`config.mk`:
```
export PLATFORM = sky130hd
export DESIGN_NAME = uart_tx
export DESIGN_NICKNAME = d
export VERILOG_FILES = /design/src/rtl/uart_tx.sv
export SDC_FILE = /design/constraint.sdc
export NUM_CORES = 1
export LEC_CHECK = 0
export ABC_AREA = 1
export CORE_MARGIN = 3
export CORE_UTILIZATION = 60
export CTS_CLUSTER_DIAMETER = 200
export DETAILED_ROUTE_END_ITERATION = 10
export DONT_BUFFER_PORTS = 1
export PLACE_DENSITY = 0.76
export SLEW_MARGIN = 30
export SYNTH_ARGS = -nofsm -noshare
export SYNTH_HDL_FRONTEND = slang
export SYNTH_SLANG_ARGS = --single-unit
```
`constraint.sdc`:
```
create_clock -name i_clk -period 2.34 [get_ports i_clk]
set_clock_uncertainty 0.1 [all_clocks]
set_input_delay 0.585 -clock i_clk [delete_from_list [all_inputs] [get_ports i_clk]]
set_output_delay 0.585 -clock i_clk [all_outputs]
set_load 0.01 [all_outputs]
```
`src/rtl/uart_tx.sv`:
```
// uart_tx: 8N1 serial transmitter with a one-byte holding register so a
// second byte can be queued while a frame is on the wire and sent with no
// idle gap between frames.
module uart_tx #(
    parameter int CLOCK_FREQ = 50_000_000,
    parameter int BAUD_RATE  = 9600
) (
    input  logic       i_clk,
    input  logic       i_rst_n,
    input  logic       i_tx_start,
    input  logic [7:0] i_tx_data,
    output logic       o_tx_ready,
    output logic       o_txd,
    output logic       o_tx_busy,
    output logic       o_tx_done,
    output logic [1:0] o_state
);

    // Cycles per serial bit; derived, never set from outside.
    localparam int CLKS_PER_BIT = CLOCK_FREQ / BAUD_RATE;
    localparam int CNT_W_MIN    = $clog2(CLKS_PER_BIT);
    localparam int CNT_W        = (CNT_W_MIN > 20) ? CNT_W_MIN : 20;
    localparam logic [CNT_W-1:0] LAST_TICK = CNT_W'(CLKS_PER_BIT - 1);

    typedef enum logic [1:0] {
        IDLE  = 2'd0,
        START = 2'd1,
        DATA  = 2'd2,
        STOP  = 2'd3
    } state_e;

    state_e           state_q, state_d;
    logic [CNT_W-1:0] baud_q, baud_d;
    logic [2:0]       bit_q, bit_d;
    logic [7:0]       shift_q, shift_d;
    logic [7:0]       hold_q, hold_d;
    logic             hold_vld_q, hold_vld_d;
    logic             txd_q, txd_d;
    logic             done_q, done_d;

    logic             accept;
    logic             bit_end;

    // Handshake: i_tx_start is a valid strobe for i_tx_data and o_tx_ready is
    // the ready; a byte is taken on a rising edge only when both are high.
    // A strobe while ready is low is dropped with no effect. Ready depends
    // solely on registered state (holding register empty), never on
    // i_tx_start, so there is no combinational loop through the requester.
    assign accept  = i_tx_start && !hold_vld_q;
    assign bit_end = (baud_q == LAST_TICK);

    // State and datapath registers; reset forces the line idle and drops
    // both the byte in flight and any held byte.
    always_ff @(posedge i_clk or negedge i_rst_n) begin
        if (!i_rst_n) begin
            state_q    <= IDLE;
            baud_q     <= '0;
            bit_q      <= '0;
            shift_q    <= '0;
            hold_q     <= '0;
            hold_vld_q <= 1'b0;
            txd_q      <= 1'b1;
            done_q     <= 1'b0;
        end else begin
            state_q    <= state_d;
            baud_q     <= baud_d;
            bit_q      <= bit_d;
            shift_q    <= shift_d;
            hold_q     <= hold_d;
            hold_vld_q <= hold_vld_d;
            txd_q      <= txd_d;
            done_q     <= done_d;
        end
    end

    // Next-state, bit timing, shift/hold movement and registered line value.
    always_comb begin
        state_d    = state_q;
        baud_d     = baud_q;
        bit_d      = bit_q;
        shift_d    = shift_q;
        hold_d     = hold_q;
        hold_vld_d = hold_vld_q;
        txd_d      = txd_q;
        done_d     = 1'b0;

        case (state_q)
            IDLE: begin
                txd_d  = 1'b1;
                baud_d = '0;
                bit_d  = '0;
                // Holding register is always empty here, so the byte goes
                // straight to the shifter and the start bit begins next edge.
                if (accept) begin
                    state_d = START;
                    shift_d = i_tx_data;
                    txd_d   = 1'b0;
                end
            end

            START: begin
                if (bit_end) begin
                    state_d = DATA;
                    baud_d  = '0;
                    bit_d   = '0;
                    txd_d   = shift_q[0];
                end else begin
                    baud_d = baud_q + CNT_W'(1);
                end
                if (accept) begin
                    hold_d     = i_tx_data;
                    hold_vld_d = 1'b1;
                end
            end

            DATA: begin
                if (bit_end) begin
                    baud_d = '0;
                    if (bit_q == 3'd7) begin
                        state_d = STOP;
                        txd_d   = 1'b1;
                    end else begin
                        bit_d   = bit_q + 3'd1;
                        shift_d = {1'b0, shift_q[7:1]};
                        txd_d   = shift_q[1];
                    end
                end else begin
                    baud_d = baud_q + CNT_W'(1);
                end
                if (accept) begin
                    hold_d     = i_tx_data;
                    hold_vld_d = 1'b1;
                end
            end

            STOP: begin
                if (bit_end) begin
                    baud_d = '0;
                    done_d = 1'b1;
                    if (hold_vld_q) begin
                        // Queued byte follows with no idle cycle.
                        state_d    = START;
                        shift_d    = hold_q;
                        hold_vld_d = 1'b0;
                        txd_d      = 1'b0;
                    end else if (accept) begin
                        // Request on the final stop cycle bypasses the
                        // holding register and starts immediately.
                        state_d = START;
                        shift_d = i_tx_data;
                        txd_d   = 1'b0;
                    end else begin
                        state_d = IDLE;
                        txd_d   = 1'b1;
                    end
                end else begin
                    baud_d = baud_q + CNT_W'(1);
                    if (accept) begin
                        hold_d     = i_tx_data;
                        hold_vld_d = 1'b1;
                    end
                end
            end

            default: begin
                state_d = IDLE;
                txd_d   = 1'b1;
            end
        endcase
    end

    assign o_tx_ready = !hold_vld_q;
    assign o_txd      = txd_q;
    assign o_tx_busy  = (state_q != IDLE);
    assign o_tx_done  = done_q;
    assign o_state    = state_q;

endmodule

```
# After elaboration in Yosys (flattened, before gate mapping)
# Cells that the tools add are included.
# Widths: inputs -> output; s select.
dict set report word_totals {
  reg_bits 44
  input_bits 11
  output_inout_bits 6
  word_cells 71
}
dict set report op_classes {
  n_addsub 2
  eq_ne 12
  muxes 35
  reduce_logical 14
}
# operator n
set op_table {}
lappend op_table {{$mux 8} 7}
lappend op_table {{$pmux 20 s2} 1}
lappend op_table {{$pmux 8 s3} 1}
lappend op_table {{$add 20x1->20 const B} 1}
lappend op_table {{$eq 20x13->1 const B} 1}
lappend op_table {{$mux 20} 1}
lappend op_table {{$pmux 8 s2} 1}
lappend op_table {{$ne 2x2->1 const B} 7}
lappend op_table {{$mux 1} 12}
lappend op_table {{$mux 2} 5}
lappend op_table {{$mux 3} 3}
lappend op_table {{$pmux 3 s3} 1}
lappend op_table {{$pmux 2 s4} 1}
lappend op_table {{$reduce_and 4->1} 2}
lappend op_table {{$reduce_bool 3->1} 2}
lappend op_table {{$reduce_and 5->1} 1}
lappend op_table {{$eq 2x2->1 const B} 2}
lappend op_table {{$pmux 1 s4} 1}
lappend op_table {{$reduce_bool 2->1} 2}
lappend op_table {{$add 3x1->3 const B} 1}
lappend op_table {{$eq 3x3->1 const B} 1}
lappend op_table {{$reduce_and 3->1} 1}
lappend op_table {{$reduce_or 3->1} 1}
lappend op_table {{$eq 2x1->1 const B} 1}
lappend op_table {{6 further kinds} 6}

# Longest topological paths before layout
dict set report logic_depth {
  word_depth 6
  depth_mapped 11
  depth_no_buf 10
}

# Worst setup path before layout
# Ideal clock, no wire load.
dict set report synth_timing {
  path_kind {flip-flop to flip-flop}
  start {register state_q[0], in the netlist o_state[0]}
  end {register state_q[0], in the netlist o_state[0]}
  setup_time_ns 0.117
  t_arrival_ns 1.568
  t_required_ns 2.123
  setup_slack_ns 0.554
  path_stages_with_launch 11
  n_path_buf 2
  period_less_slack_ns 1.786
  path_cell_list {dfrtp_1 -> inv_1 -> ha_1 -> buf_4 -> inv_2 -> buf_2 -> nand2_1 -> o21ai_2 -> nand2_1 -> nand2_1 -> nand2_1}
}
dict set report synth_via {
  elab_chain_cells 3
  word_cells_on_any_way 11
  cone_classes {eq/ne: 8; mux: 1; reduce/logical: 2}
}
# item line
set synth_lines {}
lappend synth_lines {{from (decl)} 32} ;# state_e state_q, state_d;
lappend synth_lines {{from (signal assigned)} 65} ;# state_q <= state_d;
lappend synth_lines {{$eq 2x2->1 (tied with other cells)} 87} ;# case (state_q)
lappend synth_lines {{$ne 2x2->1 (no source line)} n/a}
lappend synth_lines {{$reduce_and 5->1 (no source line)} n/a}
# Parallel ways exist; a longest one is shown, timed or not.
# A chain may end at the register's enable or synchronous reset.

# Final worst setup path
dict set report layout_timing {
  start {register state_q[0], in the netlist o_state[0]}
  end {register shift_q[3]}
}
dict set report layout_via {
  elab_chain_cells 3
  word_cells_on_any_way 9
  cone_classes {eq/ne: 5; mux: 1; reduce/logical: 3}
}
# item line
set layout_lines {}
lappend layout_lines {{$eq 2x2->1 or $logic_not 2->1 (tied branches)} 87}
lappend layout_lines {{$ne 2x2->1 (no source line) or $reduce_bool 3->1 (tied branches)} n/a}
lappend layout_lines {{$reduce_and 4->1 (no source line)} n/a}
lappend layout_lines {{to (signal assigned)} 68} ;# shift_q <= shift_d;
lappend layout_lines {{to (decl)} 35} ;# logic [7:0] shift_q, shift_d;
# Parallel ways exist; a longest one is shown, timed or not.

==> results.json <==
{
  "maxCapViolations": 0,
  "clk_root_buffer_cell": "clkbuf_8",
  "drive_gt1_share_pct": 10.4,
  "remaining_drc_errors": 0,
  "hp-class": "input pin to asynchronous set/reset pin",
  "async_flop_share_pct": 100,
  "yosysUniqueCellTypes": 31,
  "dr.first_iter.drc_count": 205,
  "synth_top_flop_cell": "dfrtp_1",
  "setup_viol": 0,
  "hpwl_mm": 4.22,
  "path_clk_slew_ns": 0.08,
  "p_per_area_mw_per_mm2": 953,
  "status": "finished, final reports clean",
  "ys_top_cells_by_area": "dfrtp_1 40%, nand2_1 15%, nor2_1 7.4%",
  "syn-mean-instance-area_um2": 7.37,
  "p_clk_share_pct": 17.0,
  "ir_drop_mv": 0.483,
  "grt_util_all_layers_pct": 24.3,
  "cp-end-kind": "flop",
  "utilization_pct": 68.1,
  "syn_area_mm2": 0.00268,
  "slew_viol_final": 0,
  "crit_chain": "inv_1, ha_1, inv_2, nor2_2, inv_1, o21ai_2, nand2_4, nand2_1, nand2_1",
  "timing.final.crit_share_pct": 90.4,
  "gr-total-overflow": 0,
  "via_count": 2306,
  "numPortBuffers": 0,
  "htreeDepth": 2,
  "pwr-share-comb_pct": 42.8,
  "hold_viol_final": 0,
  "synthToLayoutAreaGrowth_pct": 5.52,
  "synth_edf_count": 0,
  "place.gp.congestion": 0.900,
  "cts.path.max_buffers": 2,
  "cts_made_buffers": 5,
  "cp_slowest_cell": "dfrtp_1",
  "path_max_fanout": 11,
  "postCtsSetupBuffers": 0,
  "p_sw_w": 0.00118,
  "pre_cts_slack_ns": 0.227,
  "cp-startpoint": "o_state[0]$_DFFE_PN0P_",
  "cts_tree": "built",
  "cp-start-kind": "flop",
  "synth_top_cell_by_area": "dfrtp_1",
  "cts_num_sinks": 44,
  "n_antenna_cell": 0,
  "netlist_instances": 363,
  "core_area_mm2": 0.00414,
  "initial_core_util_pct": 64.6,
  "grt_pass1_wl_mm": 10.1,
  "rr_worst_depth": 9,
  "placed_area_mm2": 0.00271,
  "antenna_left": 0,
  "io_pins": 17,
  "vias_per_cell": 5.56,
  "clock_latency_ns": 0.30,
  "drt_first_pass_iters": 5,
  "grt_max_degree": 44,
  "cp_slowest_stage_delay_ns": 0.49,
  "antenna_found_initial": 0,
  "yosys_register_bits": 44,
  "synth_top_area_share_pct": 40.2,
  "std_cell_rows": 23,
  "ff2ff_setup_slack_ns": 0.22,
  "wl_per_cell_um": 14.0,
  "finalInstanceArea_mm2": 0.00282,
  "crit_arrival_ns": 2.20,
  "slew_headroom_pct": 66.3,
  "dieWidth_um": 72.8,
  "die-area_mm2": 0.00530,
  "swShare_pct": 43.7,
  "path_class": "flop to flop",
  "synth_fp_nets": 382,
  "fmax_mhz": 473,
  "tightest_slew_ns": 0.505,
  "die_y_um": 72.8,
  "p_seq_share_pct": 40.2,
  "leakagePower_nw": 1.36,
  "critPathCapture": "shift_q[3]$_DFFE_PN0P_",
  "min_period_ns": 2.12,
  "p_int_w": 0.00151,
  "r2r-start": "o_state[0]$_DFFE_PN0P_",
  "ys_seq_area_share_pct": 41.2,
  "r2r_end": "shift_q[3]$_DFFE_PN0P_",
  "nFillCells": 376,
  "final.setup.worst_slack_ns": 0.224,
  "fin_nets": 384,
  "wirelength_mm": 5.80,
  "cp.required_ns": 2.43,
  "first_global_vias": 2120,
  "yosys_warnings": 0
}
[power groups by stage]
stage | Combinational [W] | Clock [W] | Sequential [W]
after floorplan | 0.000886 | 0 | 0.00106
after global placement | 0.00108 | 0 | 0.00109
after detailed placement | 0.00110 | 0 | 0.00109
after CTS | 0.00112 | 0.000468 | 0.00108
after global routing | 0.00132 | 0.000497 | 0.00111
final | 0.00115 | 0.000458 | 0.00108
[metrics by stage]
stage	cells	total power, W	TNS (ns)	hold slack [ns]
after floorplan	363	0.00194	0	0.189
after global placement	407	0.00217	0	0.191
after detailed placement	407	0.00219	0	0.190
after CTS	415	0.00267	0	0.0140
after global routing	415	0.00292	-0.00891	0.00775
final	415	0.00269	0	0.0193
[worst min-delay path by stage]
stage	startpoint	to	slack, ns	cells after the start
5_1_grt	i_rst_n	o_txd$_DFFE_PN1P_	0.008	0
6_report	i_rst_n	bit_q[0]$_DFFE_PN0P_	0.02	1
2_1_floorplan	i_rst_n	baud_q[0]$_DFF_PN0_	0.19	0
4_1_cts	i_rst_n	o_txd$_DFFE_PN1P_	0.01	0
3_5_place_dp	i_rst_n	baud_q[14]$_DFF_PN0_	0.19	0
3_3_place_gp	i_rst_n	baud_q[18]$_DFF_PN0_	0.19	0
[critical path, delay by kind of cell, from the launching register on]
kind                       cells  cell delay [ns]
buffers and inverters          3             0.39
AOI/OAI and AO/OA              1             0.20
DFF                            1             0.49
adders and majority gates      1             0.38
and+or+nand+nor                4             0.45
[flip-flops by register name, summed over array words and instances, names as in the netlist]
| register | cells |
|---|---|
| baud_q | 20 |
| bit_q | 3 |
| hold_q | 8 |
| hold_vld_q | 1 |
| o_state | 2 |
| o_tx_done | 1 |
| o_txd | 1 |
| shift_q | 8 |
[cells in the final DEF (no fill, tap or decap), drive strengths merged]
master / count
a21oi: 3
buf: 5
clkbuf: 6
clkinv: 1
dfrtp: 43
dfstp: 1
ha: 8
inv: 34
nand2: 111
nand3: 39
nand4: 8
nor2: 60
nor3: 7
nor3b: 1
o211ai: 1
o21ai: 18
o21bai: 6
o221ai: 1
xnor2: 2
xor2: 10
[synth_stat cells, types with 2 or more instances]
cell type,number
clkbuf_1,2
nand4_1,7
buf_4,4
ha_1,8
o21ai_2,3
nand3_1,37
xnor2_1,2
buf_2,4
inv_2,5
inv_1,29
xor2_1,10
nor2_2,6
nand2_1,106
dfrtp_1,43
nand2_2,4
o21bai_1,6
a21oi_1,2
o21ai_0,14
nand3_2,2
nor2_1,53
nor3_1,6
[per-layer routing]
layer	share of wire, %	GRT usage [%]	vias up
met3	8.0	4.41	9
met1	49	38.6	1038
met4	1.3	6.56	0
met5	0	0	-
li1	-	-	1153
met2	41	33.7	106
[repair_timing]
action / CTS / global route
hold buffers: 1 / 0
endpoints found under the hold margin: 43 / 0
gates resized for setup: 0 / 1
endpoints found under the setup margin: 0 / 4
[final cells by class]
type | count | area, um^2 | share of cell area, %
clock buffer | 6 | 72.6 | 2.57
sequential | 44 | 1100 | 39.0
timing repair buffer | 5 | 57.6 | 2.04
inverter | 34 | 128 | 4.52
clock inverter | 1 | 5.00 | 0.177
tap | 50 | 62.6 | 2.22
multi-input combinational | 275 | 1400 | 49.4
[cells by family after synthesis]
family                   count (synthesis)  share of synthesized area, %
XOR/XNOR                                12                          3.93
AND/OR/NAND/NOR                        226                          37.0
adder cells (fa/ha/maj)                  8                          3.74
buffers and inverters                   44                          6.92
AO/OA/AOI/OAI                           29                          7.20
flip-flops                              44                          41.2
Note: power is estimated with default switching activity, not from simulation.
